<file path="src/rtl/led_pattern_sequencer.sv">
// LED bank pattern sequencer: bus-written register file plus an IDLE/RUN/DONE stepper
// that walks static/rotate/bounce/count patterns at a prescaled rate.
module led_pattern_sequencer #(
  parameter int unsigned             NLEDS       = 5,
  parameter int unsigned             DIV_W       = 24,
  parameter logic [DIV_W-1:0]        DEFAULT_DIV = '0
) (
  input  logic             clk,
  input  logic             resetn,
  input  logic             cfg_we,
  input  logic [1:0]       cfg_addr,
  input  logic [31:0]      cfg_wdata,
  output logic [31:0]      cfg_rdata,
  output logic [NLEDS-1:0] leds,
  output logic             busy,
  output logic             done
);

  typedef enum logic [1:0] {S_IDLE, S_RUN, S_DONE} state_e;

  state_e           state_q, state_d;
  logic             en_q, en_d, os_q, os_d;
  logic [1:0]       mode_q, mode_d;
  logic [DIV_W-1:0] div_q, div_d, presc_q, presc_d;
  logic [NLEDS-1:0] pat_q, pat_d, work_q, work_d, adv_work;
  logic [15:0]      steps_q, steps_d, cnt_q, cnt_d;
  logic             dir_q, dir_d, adv_dir;
  logic             ctrl_wr, start;

  assign ctrl_wr = cfg_we && (cfg_addr == 2'd0);
  assign start   = ctrl_wr && cfg_wdata[4] && cfg_wdata[0];

  assign leds = work_q;
  assign busy = (state_q == S_RUN);
  assign done = (state_q == S_DONE);

  // One pattern step from the current work value, mode and bounce direction.
  always_comb begin
    adv_work = work_q;
    adv_dir  = dir_q;
    case (mode_q)
      2'd1: adv_work = {work_q[NLEDS-2:0], work_q[NLEDS-1]};
      2'd2: begin
        if (!dir_q) begin
          if (work_q[NLEDS-1]) begin
            adv_work = work_q >> 1;
            adv_dir  = 1'b1;
          end else begin
            adv_work = work_q << 1;
          end
        end else begin
          if (work_q[0]) begin
            adv_work = work_q << 1;
            adv_dir  = 1'b0;
          end else begin
            adv_work = work_q >> 1;
          end
        end
      end
      2'd3:    adv_work = work_q + NLEDS'(1);
      default: adv_work = work_q;
    endcase
  end

  always_comb begin
    cfg_rdata = '0;
    case (cfg_addr)
      2'd0:    cfg_rdata[6:0] = {done, busy, 1'b0, os_q, mode_q, en_q};
      2'd1:    cfg_rdata[DIV_W-1:0] = div_q;
      2'd2:    cfg_rdata[NLEDS-1:0] = pat_q;
      default: cfg_rdata[15:0] = steps_q;
    endcase
  end

  always_comb begin
    en_d    = en_q;
    mode_d  = mode_q;
    os_d    = os_q;
    div_d   = div_q;
    pat_d   = pat_q;
    steps_d = steps_q;
    if (cfg_we) begin
      case (cfg_addr)
        2'd0: begin
          en_d   = cfg_wdata[0];
          mode_d = cfg_wdata[2:1];
          os_d   = cfg_wdata[3];
        end
        2'd1:    div_d   = cfg_wdata[DIV_W-1:0];
        2'd2:    pat_d   = cfg_wdata[NLEDS-1:0];
        default: steps_d = cfg_wdata[15:0];
      endcase
    end
  end

  // Control writes take priority over a same-cycle tick.
  always_comb begin
    state_d = state_q;
    work_d  = work_q;
    presc_d = presc_q;
    cnt_d   = cnt_q;
    dir_d   = dir_q;
    if (start) begin
      state_d = S_RUN;
      work_d  = pat_q;
      presc_d = div_q;
      cnt_d   = steps_q;
      dir_d   = 1'b0;
    end else if (ctrl_wr && (state_q == S_DONE || (state_q == S_RUN && !cfg_wdata[0]))) begin
      state_d = S_IDLE;
      work_d  = pat_q;
    end else begin
      case (state_q)
        S_IDLE: work_d = pat_q;
        S_RUN: begin
          if (presc_q == '0) begin
            presc_d = div_q;
            if (os_q && cnt_q == 16'd0) begin
              state_d = S_DONE;
            end else begin
              work_d = adv_work;
              dir_d  = adv_dir;
              if (os_q) begin
                cnt_d = cnt_q - 16'd1;
                if (cnt_q == 16'd1) state_d = S_DONE;
              end
            end
          end else begin
            presc_d = presc_q - DIV_W'(1);
          end
        end
        default: ;
      endcase
    end
  end

  always_ff @(posedge clk) begin
    if (!resetn) begin
      state_q <= S_IDLE;
      en_q    <= 1'b0;
      mode_q  <= 2'd0;
      os_q    <= 1'b0;
      div_q   <= DEFAULT_DIV;
      pat_q   <= NLEDS'(1);
      steps_q <= '0;
      work_q  <= '0;
      presc_q <= '0;
      cnt_q   <= '0;
      dir_q   <= 1'b0;
    end else begin
      state_q <= state_d;
      en_q    <= en_d;
      mode_q  <= mode_d;
      os_q    <= os_d;
      div_q   <= div_d;
      pat_q   <= pat_d;
      steps_q <= steps_d;
      work_q  <= work_d;
      presc_q <= presc_d;
      cnt_q   <= cnt_d;
      dir_q   <= dir_d;
    end
  end

endmodule

</file>
<file path="config.mk">
export PLATFORM = sky130hd
export DESIGN_NAME = led_pattern_sequencer
export DESIGN_NICKNAME = d
export VERILOG_FILES = /design/src/rtl/led_pattern_sequencer.sv
export SDC_FILE = /design/constraint.sdc
export NUM_CORES = 1
export LEC_CHECK = 0
export ABC_AREA = 1
export BUFFER_PORTS_ARGS = -buffer_cell sky130_fd_sc_hd__buf_2
export CORE_ASPECT_RATIO = 0.5
export CORE_MARGIN = 2
export CORE_UTILIZATION = 40
export CTS_BUF_LIST = sky130_fd_sc_hd__clkbuf_2
export DETAILED_ROUTE_END_ITERATION = 8
export PLACE_DENSITY = 0.6
export SLEW_MARGIN = 20
export SYNTH_ARGS = -nofsm -noshare
export SYNTH_HDL_FRONTEND = slang
export SYNTH_SLANG_ARGS = --single-unit
</file>
<file path="constraint.sdc">
create_clock -name clk -period 2.2 [get_ports clk]
set_clock_uncertainty 0.05 [all_clocks]
set_input_delay 0.66 -clock clk [delete_from_list [all_inputs] [get_ports clk]]
set_output_delay 0.66 -clock clk [all_outputs]
set_load 0.01 [all_outputs]
</file>
; ---- Yosys cells after proc, flatten, opt, wreduce, memory -nomap -nowiden
; Index checks and enable logic that the tools add are counted.
[classes]
add_sub_neg = 3
n_eq_ne = 13
muxes = 33
n_bitwise = 4
n_reduce_logical = 36
[op_table]
columns = op, count
row1 = 16-bit two-way mux, 6
row2 = 24-bit two-way mux, 4
row3 = 5-bit two-way mux, 7
row4 = 5-bit one-hot mux with 3 select lines, 2
row5 = 24-bit zero test, 1
row6 = "24-bit by 1-bit subtractor with 24-bit output, second input constant", 1
row7 = 9-bit one-hot mux with 2 select lines, 1
row8 = "16-bit by 1-bit == test with 1-bit output, second input constant", 1
row9 = 16-bit zero test, 1
row10 = "16-bit by 1-bit subtractor with 16-bit output, second input constant", 1
row11 = 4-bit AND reduction, 3
row12 = 4-bit nonzero test, 3
row13 = 5-bit one-hot mux with 2 select lines, 1
row14 = 2-bit AND reduction, 5
row15 = 5-bit AND reduction, 2
row16 = 2-bit nonzero test, 5
row17 = "2-bit == test, second input constant", 4
row18 = 8-bit two-way mux, 1
row19 = 1-bit two-way mux, 7
row20 = "2-bit by 1-bit == test with 1-bit output, second input constant", 3
row21 = 1-bit logical AND, 6
row22 = 2-bit two-way mux, 3
row23 = "6-bit by 1-bit != test with 1-bit output, second input constant", 1
row24 = 2-bit one-hot mux with 3 select lines, 1
row25 = 11 further kinds, 19
[totals]
reg_bits = 97
output_inout_bits = 39
word_cells = 101

; ---- Logic depth before layout (Yosys ltp)
[depth]
ltp_word = 8
ltp_mapped = 14

; ---- Worst setup path before layout
; Ideal clock, no wire load.
[synth_path]
path_type = input port to output port
startpoint = in cfg_addr[0]
endpoint = out cfg_rdata[2]
arrival_time_ns = 1.510
required_ns = 1.490
path_slack_ns = -0.020
path_stages = 7
path_buffers = 1
cell_sequence = inv_2 -> nor2_1 -> inv_1 -> clkbuf_1 -> o22ai_1 -> a21oi_1 -> o21ai_0
[synth_between]
elab_chain_cells = 2
elab_cells_between_ends = 4
classes_between = 2 x eq/ne / 1 x mux / 1 x reduce/logical
[synth_rtl]
columns = element, line
row1 = from (decl), 11  ; input logic [1:0] cfg_addr,
row2 = "2-bit == test, or another cell as far along", 67  ; case (cfg_addr)
row3 = 5-bit one-hot mux with 3 select lines (*), 67
row4 = to (decl), 13  ; output logic [31:0] cfg_rdata,
; Every way passes the cells marked *; elsewhere a longest branch is shown, timed or not.

; ---- Worst setup path after layout
[layout_path]
startpoint = in cfg_addr[1]
endpoint = out cfg_rdata[3]
; The elaborated chain is that of the path after synthesis.

==> metrics list <==
- The run finished, with violations left.
- The checks that failed: negative setup slack.
* Post-layout nets: 1015
- In the synthesized netlist, the number of instances is 905.
- List of cells traversed by the critical path: buf_2 > inv_1 > nor2_1 > inv_2 > o22ai_2 > a21oi_1 > o21ai_1 > buf_2
* Total via count in the routed design: 5897
* Antenna Cells: 0
* Post-detailed-placement half-perimeter wirelength: 11.5 mm
* Fin crit share: 1.01
- Number of buffers added by the clock tree synthesis step: 9
* Highest fanout seen on the critical path: 5
- The Yosys step of the flow raised 0 warnings.
- Chip Width: 174 um
* Max Cap Violations: 0
- Netlist area before placement: 5750 um^2
- Counting flops with a built-in enable in the synthesized netlist gives 0.
- In the synthesized netlist the dominant register cell turns out to be sky130_fd_sc_hd__dfxtp_1.
- Placer Congestion: 0.892
- Via count of the first global-routing pass: 5256
* Clk pwr share: 0.189
- Post-synthesis area per instance: 6.36 um^2
- Via density: 5.05
- For the pin with the worst max-slew slack, the measured transition is 0.596 ns.
* Wire length of the first global-routing pass: 26.0 mm
* Net switching share of the total power: 0.400
* Core Box Area: 13800 um^2
* Peak per-stage delay on the critical path: 0.17 ns
- Clock latency reported for the late side of the worst-skew pair: 0.60 ns
- After layout, the design draws a total of 4.15 mW.
- Internal power comes to 2.49 mW.
* Leakage power total: 3.08 nW
* Post-synthesis share of cell area spent on full adders, half adders and majority gates: 0.0152
- Sequential area share after synthesis: 0.338
* Number of top-level pins: 76
- Once detail routing completed, the nets flagged for antenna violations numbered 0.
- Clock H-tree levels: 3
* DR WL/cell: 13.7 um
- Top achievable clock speed: 450 MHz
- Setup CP Type: input port to primary output
* Element type at the critical path start: input port
- All-layer global routing usage: 0.209
- Std cell rows: 30
- Area share of xor/xnor cells in the synthesized design: 0.0228
- After synthesis, the share of cell area in mux cells is 0.
- The fraction of the mapped netlist area in compound gates is 0.188.
* Final count of pins violating max slew: 0
* Fraction of final layout cells with drive strength greater than 1: 0.164
* Clock period minus worst slack: 2.22 ns
- Summed over all failing endpoints, the final setup total negative slack is -0.0692 ns.
- In this run the tightest slew margin relative to its limit is 0.601.
- Critical path data arrival time: 1.51 ns
- Global routing finished with a remaining overflow of 0.
* Post-synthesis sequential element count: 97
* Clock tree from TritonCTS: built
- In this run the clock root is driven by a sky130_fd_sc_hd__clkbuf_2.
* Most common cell on crit path: sky130_fd_sc_hd__buf_2
* Layout-stage area growth over the synthesis result: 14.7%
- Number of hold violations in the final report: 0
- Final setup violation count: 4
- Number of antenna violations at the first check in global routing: 0
- Sinks on Clock Net: 97
- After synthesis, the share of flip-flops with an asynchronous set or reset is 0.
* Nature of the critical path endpoint: primary output
- Clock buffer depth: 2
- Largest family of logic cells by synthesized area: simple AND/OR/NAND/NOR gates
- After detailed routing, the number of remaining DRC violations is 0.
- Data on the critical path is required at its endpoint by 1.49 ns.
- The analysis attributes to net switching a power of 1.66 mW.
* Combinational cell fraction of total power: 0.354
- Final wirelength: 16.0 mm
* Number of unique standard cell types used by synthesis: 36
- Clock slew seen by the registers of the worst setup and hold paths: 0.28 ns
- In this run the vertical extent of the chip is 88.8 um.
- Ratio of total power to cell area: 630 nW/um^2
- First drt pass iteration count: 5
- For this design, the slowest cell found on the critical path is sky130_fd_sc_hd__o22ai_2.
* Basic-gate share of the synthesized area counting and, or, nand and nor cells: 0.316
* Worst Setup Slack, final: -0.0233 ns
- Portion of total power attributed to sequential cells: 0.457
- Effective utilization at floorplan: 0.416
- Peak VDD IR: 0.000304 V
- Iter 0 DRT Violations: 381
- HP Class: input port to flop
- Entering global routing, the biggest net connects 48 pins.
* RSZ-0062 raised after global routing: true
* Port Buffers: 59
- Floorplan die area: 15400 um^2
[flip-flops by register name (all words and copies together) (netlist names)]
| name | flops |
|---|---|
| en_q | 1 |
| div_q | 24 |
| cnt_q | 16 |
| steps_q | 16 |
| os_q | 1 |
| mode_q | 2 |
| leds | 5 |
| pat_q | 5 |
| dir_q | 1 |
| state_q | 2 |
| presc_q | 24 |
[per-stage QoR]
step                cell area, um^2  utilization  instances  setup slack [ns]  hold WS (ns)
floorplan                      5780            -        912            0.0574         0.389
finish                         6600        0.478       1168           -0.0233         0.257
global route                   6600        0.478       1168            -0.102         0.221
CTS                            6520        0.472       1163           -0.0144         0.222
global placement               6340        0.459       1143           -0.0429         0.404
detailed placement             6340        0.459       1143           -0.0746         0.417
[cell families after synthesis]
family / after synthesis
adder cells (fa/ha/maj): 7
buffers and inverters: 161
XOR/XNOR: 15
AND/OR/NAND/NOR: 418
flip-flops: 97
other: 1
AO/OA/AOI/OAI: 206
[cell usage after synthesis (11+ instances only)]
master                       n  area (um^2)
sky130_fd_sc_hd__nand4_1    15         93.8
sky130_fd_sc_hd__xor2_1     13          114
sky130_fd_sc_hd__nor2_1    112          420
sky130_fd_sc_hd__inv_1     113          424
sky130_fd_sc_hd__nand2_1   198          743
sky130_fd_sc_hd__nand3_1    66          330
sky130_fd_sc_hd__clkbuf_1   19         71.3
sky130_fd_sc_hd__dfxtp_1    97         1940
sky130_fd_sc_hd__buf_4      11         82.6
sky130_fd_sc_hd__o22ai_1    13         81.3
sky130_fd_sc_hd__o21ai_0    89          445
sky130_fd_sc_hd__a21oi_1    90          450
[placed cells by master, fill, tap and decap left out, drive strengths merged, types with 8 or more instances in the layout]
cell	n
clkbuf	10
nand3	71
xor2	13
buf	90
nand4	15
o22ai	13
dfxtp	97
a21oi	91
nand2	204
o21ai	91
inv	117
conb	8
nor2	123
[area by class of cell]
| class | instances | area (um^2) |
|---|---|---|
| tap | 192 | 240 |
| fill | 1519 | 7220 |
| inverter | 117 | 442 |
| clock buffer | 10 | 50.0 |
| sequential | 97 | 1960 |
| clock inverter | 6 | 45.0 |
| timing repair buffer | 90 | 616 |
| multi-input combinational | 656 | 3250 |
[critical path, delay by kind of cell]
family	cells	cell delay [ns]
and+or+nand+nor	1	0.14
buffers and inverters	4	0.40
AOI/OAI and AO/OA	3	0.31
[what timing repair did]
item / 4_1_cts / 5_1_grt
gates resized for setup: 25 / 10
setup endpoints to repair: 10 / 30
pin swaps: 6 / 2
hold buffers: 0 / 0
gates cloned: 0 / 2
buffers inserted: 4 / 3
hold endpoints to repair: 0 / 0
[power by group through the flow]
stage / Sequential, mW / Clock, mW / Combinational, mW
3_3_place_gp: 1.93 / 0 / 1.41
2_1_floorplan: 1.92 / 0 / 1.03
6_report: 1.90 / 0.786 / 1.47
5_1_grt: 1.91 / 0.888 / 1.66
3_5_place_dp: 1.93 / 0 / 1.42
4_1_cts: 1.90 / 0.815 / 1.43
[final timing paths]
path / from / end / slack, ns / depth (start not counted)
max: cfg_addr[1] / cfg_rdata[3] / -0.02 / 8
min: cfg_wdata[21] / div_q[21] / 0.26 / 3
max reg2reg: state_q[1] / presc_q[0] / 0.18 / 13
min reg2reg: en_q / en_q / 0.44 / 2
[routing by layer]
layer,track usage,wire length [um]
met2,0.342,6920
met1,0.295,8110
met5,0,0
met4,0.0390,87
met3,0.0369,861
(Power assumes the default switching activity.)
